<file path="src/rtl/uart_tx_fifo_if.sv">
// Byte-write interface of the buffered UART transmitter.
//   start    : write strobe from the requester
//   data     : byte sampled with start
//   full     : FIFO holds FIFO_DEPTH bytes
//   busy     : start | FIFO non-empty | frame in progress
//   level    : bytes waiting in the FIFO (excludes the byte being shifted)
//   overflow : sticky flag, a write was attempted while full
// master = requester side, slave = transmitter side.
interface uart_tx_fifo_if #(
    parameter int FIFO_DEPTH = 16
) ();
    localparam int LVL_W = $clog2(FIFO_DEPTH) + 1;

    logic             start;
    logic [7:0]       data;
    logic             full;
    logic             busy;
    logic [LVL_W-1:0] level;
    logic             overflow;

    modport master (
        output start, data,
        input  full, busy, level, overflow
    );

    modport slave (
        input  start, data,
        output full, busy, level, overflow
    );
endinterface

</file>
<file path="src/rtl/uart_tx_fifo.sv">
// Buffered UART transmitter: bytes written through the bus interface are
// queued in a FIFO_DEPTH-entry FIFO and sent as back-to-back 8N1 frames,
// LSB first, with a bit period of DIV = CLOCK_FREQ/BAUD clock cycles.
//
// Ports:
//   clk   : system clock, rising edge
//   rst_n : asynchronous, active-low reset
//   bus   : uart_tx_fifo_if.slave (start, data, full, busy, level, overflow)
//   tx    : serial line, idle high, registered
//
// Optional feature: define UART_TX_PARITY_EN to insert an even-parity bit
// between data bit 7 and the stop bit (11*DIV cycles per frame).
module uart_tx_fifo #(
    parameter int CLOCK_FREQ = 50_000_000,
    parameter int BAUD       = 9600,
    parameter int FIFO_DEPTH = 16
) (
    input  logic          clk,
    input  logic          rst_n,
    uart_tx_fifo_if.slave bus,
    output logic          tx
);
    localparam int DIV   = CLOCK_FREQ / BAUD;
    localparam int CNT_W = $clog2(DIV);
    localparam int PTR_W = $clog2(FIFO_DEPTH);
    localparam int LVL_W = PTR_W + 1;

    localparam logic [CNT_W-1:0] CNT_LOAD = CNT_W'(DIV - 1);
    localparam logic [CNT_W-1:0] CNT_ONE  = CNT_W'(1);
    localparam logic [PTR_W-1:0] PTR_ONE  = PTR_W'(1);
    localparam logic [LVL_W-1:0] LVL_ONE  = LVL_W'(1);
    localparam logic [LVL_W-1:0] LVL_FULL = LVL_W'(FIFO_DEPTH);

`ifdef UART_TX_PARITY_EN
    typedef enum logic [2:0] {S_IDLE, S_START, S_DATA, S_PARITY, S_STOP} state_t;
`else
    typedef enum logic [2:0] {S_IDLE, S_START, S_DATA, S_STOP} state_t;
`endif

    state_t           state_q, state_d;
    logic [CNT_W-1:0] cnt_q, cnt_d;
    logic [2:0]       idx_q, idx_d;
    logic [7:0]       shift_q, shift_d;
    logic             tx_q, tx_d;
    logic [PTR_W-1:0] wr_ptr_q, wr_ptr_d;
    logic [PTR_W-1:0] rd_ptr_q, rd_ptr_d;
    logic [LVL_W-1:0] level_q, level_d;
    logic             overflow_q, overflow_d;
`ifdef UART_TX_PARITY_EN
    logic             parity_q, parity_d;
`endif

    logic [7:0] mem [FIFO_DEPTH];
    logic [7:0] head;
    logic       full, empty, push, pop, bit_end;

    assign full    = (level_q == LVL_FULL);
    assign empty   = (level_q == '0);
    // A write while full is dropped even if a pop frees a slot this cycle.
    assign push    = bus.start && !full;
    assign head    = mem[rd_ptr_q];
    assign bit_end = (cnt_q == '0);

    // Transmit FSM. Popping in STOP (not only in IDLE) is what keeps
    // consecutive frames contiguous with no idle bit between them.
    always_comb begin
        state_d  = state_q;
        cnt_d    = cnt_q;
        idx_d    = idx_q;
        shift_d  = shift_q;
        tx_d     = tx_q;
        pop      = 1'b0;
`ifdef UART_TX_PARITY_EN
        parity_d = parity_q;
`endif
        case (state_q)
            S_IDLE: begin
                tx_d = 1'b1;
                if (!empty) begin
                    pop      = 1'b1;
                    shift_d  = head;
`ifdef UART_TX_PARITY_EN
                    parity_d = ^head;
`endif
                    tx_d     = 1'b0;
                    cnt_d    = CNT_LOAD;
                    state_d  = S_START;
                end
            end
            S_START: begin
                if (bit_end) begin
                    state_d = S_DATA;
                    idx_d   = 3'd0;
                    cnt_d   = CNT_LOAD;
                    tx_d    = shift_q[0];
                end else begin
                    cnt_d = cnt_q - CNT_ONE;
                end
            end
            S_DATA: begin
                if (bit_end) begin
                    cnt_d = CNT_LOAD;
                    if (idx_q == 3'd7) begin
`ifdef UART_TX_PARITY_EN
                        state_d = S_PARITY;
                        tx_d    = parity_q;
`else
                        state_d = S_STOP;
                        tx_d    = 1'b1;
`endif
                    end else begin
                        // Next bit is shift_q[1], which becomes shift[0].
                        shift_d = {1'b0, shift_q[7:1]};
                        idx_d   = idx_q + 3'd1;
                        tx_d    = shift_q[1];
                    end
                end else begin
                    cnt_d = cnt_q - CNT_ONE;
                end
            end
`ifdef UART_TX_PARITY_EN
            S_PARITY: begin
                if (bit_end) begin
                    state_d = S_STOP;
                    cnt_d   = CNT_LOAD;
                    tx_d    = 1'b1;
                end else begin
                    cnt_d = cnt_q - CNT_ONE;
                end
            end
`endif
            S_STOP: begin
                if (bit_end) begin
                    if (!empty) begin
                        pop      = 1'b1;
                        shift_d  = head;
`ifdef UART_TX_PARITY_EN
                        parity_d = ^head;
`endif
                        tx_d     = 1'b0;
                        cnt_d    = CNT_LOAD;
                        state_d  = S_START;
                    end else begin
                        tx_d    = 1'b1;
                        state_d = S_IDLE;
                    end
                end else begin
                    cnt_d = cnt_q - CNT_ONE;
                end
            end
            default: begin
                state_d = S_IDLE;
                tx_d    = 1'b1;
            end
        endcase
    end

    // FIFO bookkeeping. Pointers wrap naturally since FIFO_DEPTH is a
    // power of two; level saturates by construction (push needs !full).
    always_comb begin
        wr_ptr_d   = wr_ptr_q;
        rd_ptr_d   = rd_ptr_q;
        level_d    = level_q;
        overflow_d = overflow_q | (bus.start & full);
        if (push) wr_ptr_d = wr_ptr_q + PTR_ONE;
        if (pop)  rd_ptr_d = rd_ptr_q + PTR_ONE;
        case ({push, pop})
            2'b10:   level_d = level_q + LVL_ONE;
            2'b01:   level_d = level_q - LVL_ONE;
            default: level_d = level_q;
        endcase
    end

    always_ff @(posedge clk or negedge rst_n) begin
        if (!rst_n) begin
            state_q    <= S_IDLE;
            cnt_q      <= '0;
            idx_q      <= '0;
            tx_q       <= 1'b1;
            wr_ptr_q   <= '0;
            rd_ptr_q   <= '0;
            level_q    <= '0;
            overflow_q <= 1'b0;
        end else begin
            state_q    <= state_d;
            cnt_q      <= cnt_d;
            idx_q      <= idx_d;
            tx_q       <= tx_d;
            wr_ptr_q   <= wr_ptr_d;
            rd_ptr_q   <= rd_ptr_d;
            level_q    <= level_d;
            overflow_q <= overflow_d;
        end
    end

    // Data-only registers: their content is irrelevant until a pop loads them.
    always_ff @(posedge clk) begin
        shift_q  <= shift_d;
`ifdef UART_TX_PARITY_EN
        parity_q <= parity_d;
`endif
        if (push) mem[wr_ptr_q] <= bus.data;
    end

    assign tx           = tx_q;
    assign bus.full     = full;
    assign bus.level    = level_q;
    assign bus.overflow = overflow_q;
    assign bus.busy     = bus.start | !empty | (state_q != S_IDLE);
endmodule

</file>
<file path="src/flat_wrapper.sv">
// flat-port wrapper written by rule: the top's interface ports become plain ports
module uart_tx_fifo_flat 
#(
    parameter int CLOCK_FREQ = 50_000_000,
    parameter int BAUD       = 9600,
    parameter int FIFO_DEPTH = 16
)
  (clk, rst_n, tx, bus_start, bus_data, bus_full, bus_busy, bus_level, bus_overflow);
  uart_tx_fifo_if #(.FIFO_DEPTH(FIFO_DEPTH)) bus_i ();
  input  logic clk;
  input  logic rst_n;
  output logic tx;
  input wire logic [$bits(bus_i.start)-1:0] bus_start;
  input wire logic [$bits(bus_i.data)-1:0] bus_data;
  output wire logic [$bits(bus_i.full)-1:0] bus_full;
  output wire logic [$bits(bus_i.busy)-1:0] bus_busy;
  output wire logic [$bits(bus_i.level)-1:0] bus_level;
  output wire logic [$bits(bus_i.overflow)-1:0] bus_overflow;
  assign bus_i.start = bus_start;
  assign bus_i.data = bus_data;
  assign bus_full = bus_i.full;
  assign bus_busy = bus_i.busy;
  assign bus_level = bus_i.level;
  assign bus_overflow = bus_i.overflow;
  uart_tx_fifo #(.CLOCK_FREQ(CLOCK_FREQ), .BAUD(BAUD), .FIFO_DEPTH(FIFO_DEPTH)) u_core (.clk(clk), .rst_n(rst_n), .bus(bus_i), .tx(tx));
endmodule
</file>
<file path="config.mk">
export PLATFORM = sky130hd
export DESIGN_NAME = uart_tx_fifo_flat
export DESIGN_NICKNAME = d
export VERILOG_FILES = /design/src/rtl/uart_tx_fifo_if.sv /design/src/rtl/uart_tx_fifo.sv /design/src/flat_wrapper.sv
export SDC_FILE = /design/constraint.sdc
export NUM_CORES = 1
export LEC_CHECK = 0
export BUFFER_PORTS_ARGS = -buffer_cell sky130_fd_sc_hd__buf_2
export CORE_ASPECT_RATIO = 0.9
export CORE_MARGIN = 2
export CORE_UTILIZATION = 29
export CTS_CLUSTER_SIZE = 16
export DETAILED_ROUTE_END_ITERATION = 16
export PLACE_DENSITY_LB_ADDON = 0.15
export SYNTH_ARGS = -nofsm -noshare
export SYNTH_HDL_FRONTEND = slang
export SYNTH_SLANG_ARGS = --single-unit
</file>
<file path="constraint.sdc">
create_clock -name clk -period 3.6 [get_ports clk]
set_clock_uncertainty 0.1 [all_clocks]
set_input_delay 0.36 -clock clk [delete_from_list [all_inputs] [get_ports clk]]
set_output_delay 0.36 -clock clk [all_outputs]
set_load 0.02 [all_outputs]
</file>
==> results of run 1 <==
synthesized netlist by cell type (all sizes together), types with 14 or more instances:
| library cell | instances | area, um^2 |
|---|---|---|
| a31oi | 16 | 121.4 |
| buf | 24 | 156.4 |
| dfrtp | 32 | 800.8 |
| edfxtp | 136 | 4084 |
| ha | 17 | 212.7 |
| inv | 24 | 90.08 |
| mux2 | 18 | 202.7 |
| mux4 | 17 | 382.9 |
| nand2 | 32 | 120.1 |
| nand3 | 14 | 75.07 |
| nor2 | 24 | 92.59 |
| nor3 | 17 | 90.09 |
| o21ai | 17 | 85.08 |
| o221a | 14 | 157.7 |
placed cells by master, fill, tap and decap left out, drive strengths merged, types with 3 or more instances in the layout:
cell type	instances
o21ai	17
o221a	14
o211ai	12
clkbuf	19
inv	32
ha	17
mux4	17
o221ai	9
nor3	17
nor2b	4
nor2	24
clkinvlp	3
mux2i	11
xnor2	8
a22o	3
nand4	5
nand3	14
a211o	6
buf	47
nand2	32
a41oi	4
nand2b	3
a31oi	16
dfrtp	32
a21oi	10
a21o	4
mux2	18
edfxtp	136
routing by layer:
metal | wire length (um) | vias to the layer above
met5 | 0 | -
met4 | 150 | 0
met3 | 622 | 12
met2 | 8713 | 88
met1 | 8770 | 2364
li1 | - | 2142
cell families after synthesis:
logic type	Yosys count	synth area share (%)
AOI/OAI and AO/OA	114	11.79
buffers and inverters	55	3.541
xor gates and xnor gates	10	1.137
muxes	46	9.030
adders and majority gates	18	3.021
DFF	169	63.75
and+or+nand+nor	114	7.731
per-stage QoR:
stage               instance area, um^2  setup WS, ns  power, uW  hold WS [ns]  utilization [%]
finish                             8850        0.5550       7355       0.05956            33.95
floorplan                          7704        0.6102       4823      -0.03559                -
CTS                                8850        0.5516       7422       0.05095            33.95
detailed placement                 8277        0.5853       5644        0.3608            31.75
global placement                   8277        0.6653       5588        0.3449            31.75
global route                       8850        0.3656       7801       0.04936            33.95
cell type report:
cell class / count / area, um^2 / area share, %
inverters: 24 / 90.09 / 1.018
multi-input cells: 302 / 2520 / 28.47
clock inverters: 13 / 130.1 / 1.470
repair buffers: 48 / 327.8 / 3.704
flip-flops and latches: 169 / 4913 / 55.52
clock buffers: 19 / 432.9 / 4.892
well taps: 348 / 435.4 / 4.920
sequential cells by signal, indices dropped and copies added, names as in the netlist:
register,flops
u_core.bus.level,5
u_core.idx_q,3
u_core.tx,1
u_core.shift_q,8
u_core.cnt_q,13
u_core.bus.overflow,1
u_core.wr_ptr_q,4
u_core.state_q,2
u_core.rd_ptr_q,4
u_core.mem,128
report_power, final:
group	internal [uW]	total [uW]	switching, uW
clock network	919	1760	841
logic	1120	2710	1590
registers	2530	2880	348
total	4570	7350	2780
worst paths after layout:
| path | start | to | slack (ns) | cells after the start |
|---|---|---|---|---|
| setup / recovery | u_core.cnt_q[9] | u_core.bus.level[4] | 0.56 | 10 |
| setup reg to reg | u_core.cnt_q[9] | u_core.bus.level[4] | 0.56 | 10 |
| hold / removal | bus_start | u_core.bus.overflow | 0.06 | 2 |
| min in group asynchronous | rst_n | u_core.cnt_q[7] | 0.46 | 2 |
| hold reg to reg | u_core.bus.overflow | u_core.bus.overflow | 0.36 | 1 |
| max in group asynchronous | rst_n | u_core.rd_ptr_q[1] | 2.39 | 2 |
worst register-to-register path, delay by kind of cell, from the launching register on:
family,cells,cell delay (ns)
muxes,1,0.23
DFF,1,0.46
and+or+nand+nor,3,0.99
adders and majority gates,2,0.63
AOI/OAI and AO/OA,3,0.43
xor gates and xnor gates,1,0.14
==> impl_metrics.csv, run 1 <==
group,metric,value,unit
cts,cts_setup_buffers,0,
route,drc_errors,0,
yosys,seq_area_frac_synth,63.75,%
place,dpl.cell_count,890,
route,drt_pass1_iterations,5,
sta,worst_pin_slew,0.8079,ns
layout,n_antenna_cell,0,
cts,cts_max_level,4,
floorplan,start_util,29.56,%
yosys,synth_edf_count,136,
cts,clock_sinks,169,
sta,slew_violations,0,
setup_path,crit_chain,"nor4_4 -> and4_1 -> a21oi_2 -> nor3_2 -> ha_1 -> ha_1 -> a21o_1 -> a21oi_1 -> mux2i_1 -> xnor2_1",
yosys,async_reset_ff_share,19.53,%
place,post-dp-hpwl,12.27,mm
yosys,ys_types,67,
layout,stdcell_count,923,
global_route,grt_pass1_vias,4715,
yosys,synth_fp_nets,555,
setup_path,cp.arrival,3.29,ns
route,totalWireLength,18.26,mm
min_path,hp-class,"input pin to flip-flop",
global_route,grt_max_degree,34,
outcome,status,"finished, final reports clean",
sta,fin_crit_sh,84.58,%
route,post_drt_wl_per_cell,19.78,um
flow_run,max_cap_viol_count,0,
setup_path,required,3.85,ns
sta,tns,0,ns
floorplan,die_h,158.6,um
global_route,grt_busiest_layer,"met2",
floorplan,rows,56,
floorplan,die_w,175.8,um
global_route,met1_usage,18.42,%
setup_path,cp_num_buf_inv,0,
cts,ctsHoldBuffers,1,
pwr,power_leakage,0.003122,uW
pwr,ir_drop,347.3,uV
sta,finalSetupViolCount,0,
global_route,use_met3,3.295,%
cts,ctsResizeCount,0,
sta,rsz0062_at_grt,"false",
layout,num-fill-cells,2563,
setup_path,path_max_fanout,7,
floorplan,core,26070,um^2
cts,clock_path_buffers,2,
layout,syn2layout_area_growth,14.88,%
sta,fmax,328.4,MHz
setup_path,worstSetupEndpointType,"flip-flop",
sta,period_needed,3.045,ns
yosys,synth_area,7704,um^2
global_route,grt_usage,13.76,%
place,port_buffers,19,
global_route,met2_usage,22.87,%
floorplan,io-pin-count,20,
setup_path,crit_type,"flip-flop to flip-flop",
global_route,grt_antenna_before_repair,0,
cts,cts_tree,"built",
yosys,synth_area_per_cell,14.65,um^2
layout,final_layout_size_suffix_gt1_share,25.04,%
route,initialDrtViolationCount,274,
cts,clk_pin_slew,0.07,ns
yosys,yosys_most_used_dff,"edfxtp_1",
cts,clk_latency,0.43,ns
sta,slew_headroom,45.66,%
global_route,grt_remaining_overflow,0,
setup_path,cpMaxStageDelayCell,"nor4_4",
floorplan,die_area,27890,um^2
setup_path,cpMostUsedCell,"ha_1",
cts,numCtsBuffers,17,
sta,report.final.hold_viol_count,0,
layout,nNetsFinal,591,
route,ant_nets,0,
cts,root_buffer,"clkbuf_16",
route,dr_total_vias,4606,
yosys,synth_cells,526,
setup_path,cp-start-kind,"flip-flop",
yosys,ys.warnings.count,0,
global_route,grt_first_pass_wirelength,28.33,mm
yosys,synth-seq-cells,169,
pwr,power_density,831.0,nW/um^2
route,vias_per_cell,4.990,
place,gp_congestion,0.7778,
setup_path,crit_family,"simple AND/OR/NAND/NOR gates",
setup_path,crit_path_max_incr_delay,0.49,ns
Note: power is estimated with default switching activity, not from simulation.
==> inputs of run 2 (changes only) <==
--- a/config.mk
+++ b/config.mk
@@ -5,6 +5,7 @@
 export SDC_FILE = /design/constraint.sdc
 export NUM_CORES = 1
 export LEC_CHECK = 0
+export ABC_AREA = 1
 export BUFFER_PORTS_ARGS = -buffer_cell sky130_fd_sc_hd__buf_2
 export CORE_ASPECT_RATIO = 0.9
 export CORE_MARGIN = 2
==> constraint.sdc (replaced) <==
create_clock -name clk -period 2.8 [get_ports clk]
set_clock_uncertainty 0.1 [all_clocks]
set_input_delay 0.28 -clock clk [delete_from_list [all_inputs] [get_ports clk]]
set_output_delay 0.28 -clock clk [all_outputs]
set_load 0.02 [all_outputs]
==> impl_metrics.csv, run 2 <==
group,metric,value,unit
layout,multi_input_area,2491,um^2
layout,largest-register,"u_core.mem",
floorplan,io-pin-count,20,
yosys,seq_area_frac_synth,63.69,%
floorplan,die_h,158.7,um
pwr,ir_drop,432.4,uV
sta,tns,0,ns
route,ant_nets,0,
sta,report.final.hold_viol_count,0,
layout,syn2layout_area_growth,14.59,%
layout,final_common_cell,"nand2_1",
outcome,status,"finished, final reports clean",
route,dr_total_vias,5231,
setup_path,path_max_fanout,5,
floorplan,die_w,175.9,um
setup_path,crit_path_max_incr_delay,0.38,ns
yosys,synth_fp_nets,781,
setup_path,crit_chain,"inv_1 -> ha_2 -> nand2_2 -> nor2_4 -> nand2_4 -> o21ai_4 -> nand3_4 -> inv_2 -> ha_4 -> ha_1 -> nand2_1 -> inv_1 -> o21ai_0 -> a21oi_1 -> o22a_1",
floorplan,die_area,27910,um^2
cts,clock_path_buffers,2,
layout,num-fill-cells,2650,
floorplan,start_util,29.50,%
cts,clk_pin_slew,0.07,ns
place,dpl.cell_count,1116,
sta,slew_headroom,39.67,%
sta,fin_crit_sh,91.17,%
global_route,grt_usage,14.36,%
cts,cts_setup_buffers,0,
place,port_buffers,19,
global_route,grt_max_degree,44,
pwr,power_density,677.5,nW/um^2
route,vias_per_cell,4.549,
yosys,async_reset_ff_share,19.53,%
global_route,grt_remaining_overflow,0,
setup_path,crit_family,"compound AO/OA/AOI/OAI gates",
cts,root_buffer,"clkbuf_16",
layout,top_regs,"u_core.mem x128, u_core.cnt_q x13, u_core.shift_q x8",
cts,cts_tree,"built",
route,totalWireLength,19.02,mm
cts,clk_latency,0.44,ns
setup_path,cpMostUsedCell,"inv_1",
sta,finalWorstSetupSlack,0.2473,ns
sta,slew_violations,0,
global_route,grt_pass1_vias,5233,
setup_path,crit_type,"flip-flop to flip-flop",
sta,worst_pin_slew,0.9017,ns
place,pre_cts_ws,0.1522,ns
setup_path,required,3.02,ns
setup_path,worstSetupEndpointType,"flip-flop",
yosys,synth_top_cell_by_area,"edfxtp_1",
setup_path,critical_path.startpoint,"u_core.cnt_q[0]",
layout,final-seq-area,4912,um^2
sta,period_needed,2.553,ns
yosys,synth-seq-cells,169,
global_route,grt_first_pass_wirelength,30.05,mm
route,drc_errors,0,
setup_path,cp.arrival,2.77,ns
yosys,synth_area,7711,um^2
cts,cts_max_level,4,
yosys,synth_top_area_share,52.96,%
layout,final_cell_mix,"nand2_1, edfxtp_1, nor2_1, nand3_1, o21ai_0",
setup_path,cpMaxStageDelayCell,"dfrtp_1",
pwr,finalPower,5986,uW
yosys,ys.warnings.count,0,
pwr,power_leakage,0.003518,uW
yosys,yosys_most_used_dff,"edfxtp_1",
setup_path,r2r-start,"u_core.cnt_q[0]",
yosys,synth_cells,752,
setup_path,cp-start-kind,"flip-flop",
min_path,hp-start,"bus_start",
route,initialDrtViolationCount,423,
global_route,grt_antenna_before_repair,0,
cts,numCtsBuffers,17,
yosys,synth_area_per_cell,10.25,um^2
setup_path,cp_num_buf_inv,3,
route,post_drt_wl_per_cell,16.54,um
place,post-dp-hpwl,12.63,mm
min_path,hp-class,"input pin to flip-flop",
layout,post-route-util,33.81,%
yosys,synth_area_leaders,"edfxtp_1, dfrtp_1, nand2_1",
floorplan,core,26140,um^2
yosys,ys_types,40,
place,gp_congestion,0.8433,
sta,fmax,391.7,MHz
layout,stdcell_count,1150,
yosys,synth_most_common_cell,"nand2_1",
sta,finalSetupViolCount,0,
cts,clock_sinks,169,
sta,rsz0062_at_grt,"false",
yosys,synth_edf_count,136,
floorplan,rows,56,
layout,largest_register_ffs,128,
layout,final_layout_size_suffix_gt1_share,11.11,%
yosys,ys_top_cells_by_count,"nand2_1, edfxtp_1, nor2_1, nand3_1, o21ai_0",
route,drt_pass1_iterations,5,
layout,nNetsFinal,817,
flow_run,max_cap_viol_count,0,
-- run 2: changes by cell type in the layout (fill, tap and decap cells not counted), sizes merged, moves of 14 or more --
cell   delta
a31oi    -15
inv      +23
mux2     -18
mux4     -17
nand2   +162
nand3    +42
nor2     +95
o21ai    +40
o221a    -14
-- run 2: routing by layer --
| layer | global-route usage, % | wire, um |
|---|---|---|
| met5 | 0 | 0 |
| met4 | 3.699 | 172 |
| met2 | 23.02 | 8649 |
| met3 | 3.128 | 636 |
| met1 | 19.78 | 9561 |
-- run 2: cells by family (layout without fill, tap and decap cells) --
| logic type | count (synthesis) | in the layout | share of synthesized area (%) |
|---|---|---|---|
| AO/OA/AOI/OAI | 91 | 91 | 6.653 |
| XOR/XNOR | 13 | 13 | 1.477 |
| adder cells (fa/ha/maj) | 18 | 18 | 3.018 |
| buffers and inverters | 77 | 126 | 4.251 |
| flip-flops | 169 | 169 | 63.69 |
| other | 0 | 1 | 0 |
| AND/OR/NAND/NOR | 384 | 384 | 20.92 |
-- run 2: where the power goes --
| group | switching [uW] | internal [uW] | total, uW |
|---|---|---|---|
| registers | 113 | 2970 | 3080 |
| clock network | 1050 | 1150 | 2190 |
| logic | 497 | 213 | 710 |
| total | 1660 | 4330 | 5990 |
-- run 2: layout make-up --
class                           instances  area share (%)
Sequential cell                       169           55.59
Clock inverter                         12           1.048
Inverter                               52           2.209
Tap cell                              348           4.928
Multi-Input combinational cell        506           28.19
Clock buffer                           20           4.942
Timing Repair Buffer                   42           3.059
Antenna cell                            1         0.02832
-- run 2: per-stage QoR --
step / hold WS (ns) / cell area, um^2
after global placement: 0.3340 / 8275
after floorplan: -0.1156 / 7711
final: 0.08417 / 8836
after global routing: 0.07950 / 8833
after CTS: 0.06329 / 8815
after detailed placement: 0.3341 / 8275
-- run 2: worst paths after layout --
check / cells after the start / end / slack [ns]
worst max-delay path: 15 / u_core.bus.level[3] / 0.25
worst min-delay path: 3 / u_core.bus.overflow / 0.08
worst max register to register: 15 / u_core.bus.level[3] / 0.25
worst min register to register: 2 / u_core.idx_q[1] / 0.39
max in group asynchronous: 2 / u_core.rd_ptr_q[0] / 1.65
min in group asynchronous: 2 / u_core.cnt_q[9] / 0.37
-- run 2: worst reg2reg max path, delay by kind of cell (launching register included) --
kind	cells	cell delay (ns)
flip-flops	1	0.38
AO/OA/AOI/OAI	4	0.64
buffers and inverters	3	0.21
AND/OR/NAND/NOR	5	0.51
adder cells (fa/ha/maj)	3	0.60
-- run 2: timing repair --
action	4_1_cts	5_1_grt
endpoints found under the hold margin	32	0
hold buffers	1	0
setup endpoints to repair	0	2
resized for setup	0	5
==> inputs of run 3 (changes only) <==
--- a/config.mk
+++ b/config.mk
@@ -9,7 +9,7 @@
 export BUFFER_PORTS_ARGS = -buffer_cell sky130_fd_sc_hd__buf_2
 export CORE_ASPECT_RATIO = 0.9
 export CORE_MARGIN = 2
-export CORE_UTILIZATION = 29
+export CORE_UTILIZATION = 35
 export CTS_CLUSTER_SIZE = 16
 export DETAILED_ROUTE_END_ITERATION = 16
 export PLACE_DENSITY_LB_ADDON = 0.15
==> impl_metrics.csv, run 3 (synthesized netlist as in run 2, its figures left out) <==
group,metric,value,unit
flow_run,max_cap_viol_count,0,
setup_path,worstRegToRegCells,15,
cts,cts_max_level,4,
layout,multi_input_area,2485,um^2
route,dr_total_vias,5314,
cts,clock_sinks,169,
layout,final_layout_size_suffix_gt1_share,11.25,%
floorplan,die_h,144.8,um
sta,rsz0062_at_grt,"false",
cts,clk_pin_slew,0.08,ns
sta,tns,0,ns
sta,slew_headroom,38.43,%
sta,report.final.hold_viol_count,0,
sta,fmax,383.8,MHz
floorplan,core,21630,um^2
setup_path,required,3.02,ns
setup_path,critical_path.startpoint,"u_core.cnt_q[0]",
min_path,hp-start,"bus_start",
outcome,status,"finished, final reports clean",
layout,largest-register,"u_core.mem",
layout,stdcell_count,1091,
layout,top_regs,"u_core.mem x128, u_core.cnt_q x13, u_core.shift_q x8",
layout,syn2layout_area_growth,14.52,%
layout,final_cell_mix,"nand2_1, edfxtp_1, nor2_1, nand3_1, o21ai_0",
pwr,ir_drop,401.3,uV
place,dpl.cell_count,1057,
floorplan,die_area,23240,um^2
layout,final-seq-area,4912,um^2
route,ant_nets,0,
place,pre_cts_ws,0.009214,ns
cts,numCtsBuffers,17,
floorplan,die_w,160.5,um
place,gp_congestion,0.8923,
setup_path,path_max_fanout,5,
route,totalWireLength,18.49,mm
layout,num-fill-cells,2101,
sta,finalWorstSetupSlack,0.1944,ns
sta,slew_violations,0,
route,initialDrtViolationCount,401,
pwr,power_density,696.9,nW/um^2
min_path,hp-class,"input pin to flip-flop",
route,drc_errors,0,
layout,final_common_cell,"nand2_1",
sta,finalSetupViolCount,0,
setup_path,crit_type,"flip-flop to flip-flop",
cts,clk_latency,0.44,ns
setup_path,critPathCapture,"u_core.bus.level[3]",
layout,n_antenna_cell,0,
global_route,grt_max_degree,34,
route,vias_per_cell,4.871,
setup_path,r2r-start,"u_core.cnt_q[0]",
setup_path,cp.arrival,2.82,ns
global_route,grt_antenna_before_repair,0,
layout,post-route-util,40.82,%
setup_path,cp-start-kind,"flip-flop",
global_route,grt_remaining_overflow,0,
global_route,grt_first_pass_wirelength,29.44,mm
place,port_buffers,19,
sta,fin_crit_sh,93.06,%
global_route,grt_pass1_vias,5285,
place,post-dp-hpwl,12.20,mm
cts,cts_tree,"built",
layout,nNetsFinal,816,
cts,root_buffer,"clkbuf_16",
pwr,power_leakage,0.003564,uW
sta,period_needed,2.606,ns
global_route,grt_usage,16.97,%
route,drt_pass1_iterations,7,
floorplan,rows,51,
route,post_drt_wl_per_cell,16.94,um
setup_path,worstSetupEndpointType,"flip-flop",
floorplan,start_util,35.65,%
sta,worst_pin_slew,0.9201,ns
layout,largest_register_ffs,128,
cts,clock_path_buffers,2,
setup_path,reg2reg_setup_slack,0.19,ns
floorplan,io-pin-count,20,
setup_path,regToRegEndpoint,"u_core.bus.level[3]",
[run 3: how the worst min path moves through the flow]
stage / to / slack [ns] / cells after the start
3_5_place_dp: u_core.cnt_q[5] / 0.31 / 1
4_1_cts: u_core.bus.overflow / 0.1 / 3
6_report: u_core.bus.overflow / 0.13 / 3
5_1_grt: u_core.bus.overflow / 0.12 / 3
2_1_floorplan: u_core.bus.level[0] / -0.12 / 0
3_3_place_gp: u_core.cnt_q[5] / 0.30 / 1
[run 3: worst max-delay path: stages (launching register included)]
cell and delay [ns]:
dfrtp_1 0.38, inv_1 0.09, ha_1 0.20, nand2_2 0.09
nor2_4 0.15, nand2_4 0.08, o21ai_4 0.21, nand3_4 0.11
inv_1 0.11, ha_4 0.18, ha_1 0.24, nand2_1 0.07
inv_1 0.04, o21ai_1 0.17, a21oi_1 0.10, o22a_1 0.19
[run 3: area by class of cell]
class	instances	area share, %
timing repair buffer	41	3.117
sequential	169	55.62
tap	291	4.123
clock buffer	17	4.817
inverter	52	2.210
multi-input combinational	506	28.14
clock inverter	15	1.969
[run 3: stage by stage]
| stage | power, uW | hold slack [ns] | area [um^2] |
|---|---|---|---|
| global placement | 3826 | 0.3012 | 8202 |
| floorplan | 3559 | -0.1156 | 7711 |
| global route | 6431 | 0.1202 | 8831 |
| finish | 6154 | 0.1278 | 8831 |
| detailed placement | 3854 | 0.3067 | 8202 |
| CTS | 6222 | 0.09807 | 8813 |
[run 3: where the power goes]
part | leakage [uW] | total [uW] | internal (uW) | switching [uW]
clock network | 0.000296 | 2360 | 1210 | 1150
registers | 0.00162 | 3090 | 2970 | 121
logic | 0.00165 | 702 | 211 | 491
total | 0.00356 | 6150 | 4390 | 1760
[run 3: repair_timing]
| action | 4_1_cts | 5_1_grt |
|---|---|---|
| buffers inserted | 0 | 1 |
| pin swaps | 0 | 1 |
| hold endpoints to repair | 32 | 0 |
| endpoints found under the setup margin | 1 | 2 |
| resized for setup | 1 | 2 |
| hold buffers | 1 | 0 |
[run 3: metal layers]
metal	GRT usage (%)	vias up	share of wire, %
met5	0	-	0
met4	5.026	0	1.1
met3	3.762	13	3.1
met2	28.09	82	47
met1	22.54	2608	48
li1	-	2611	-
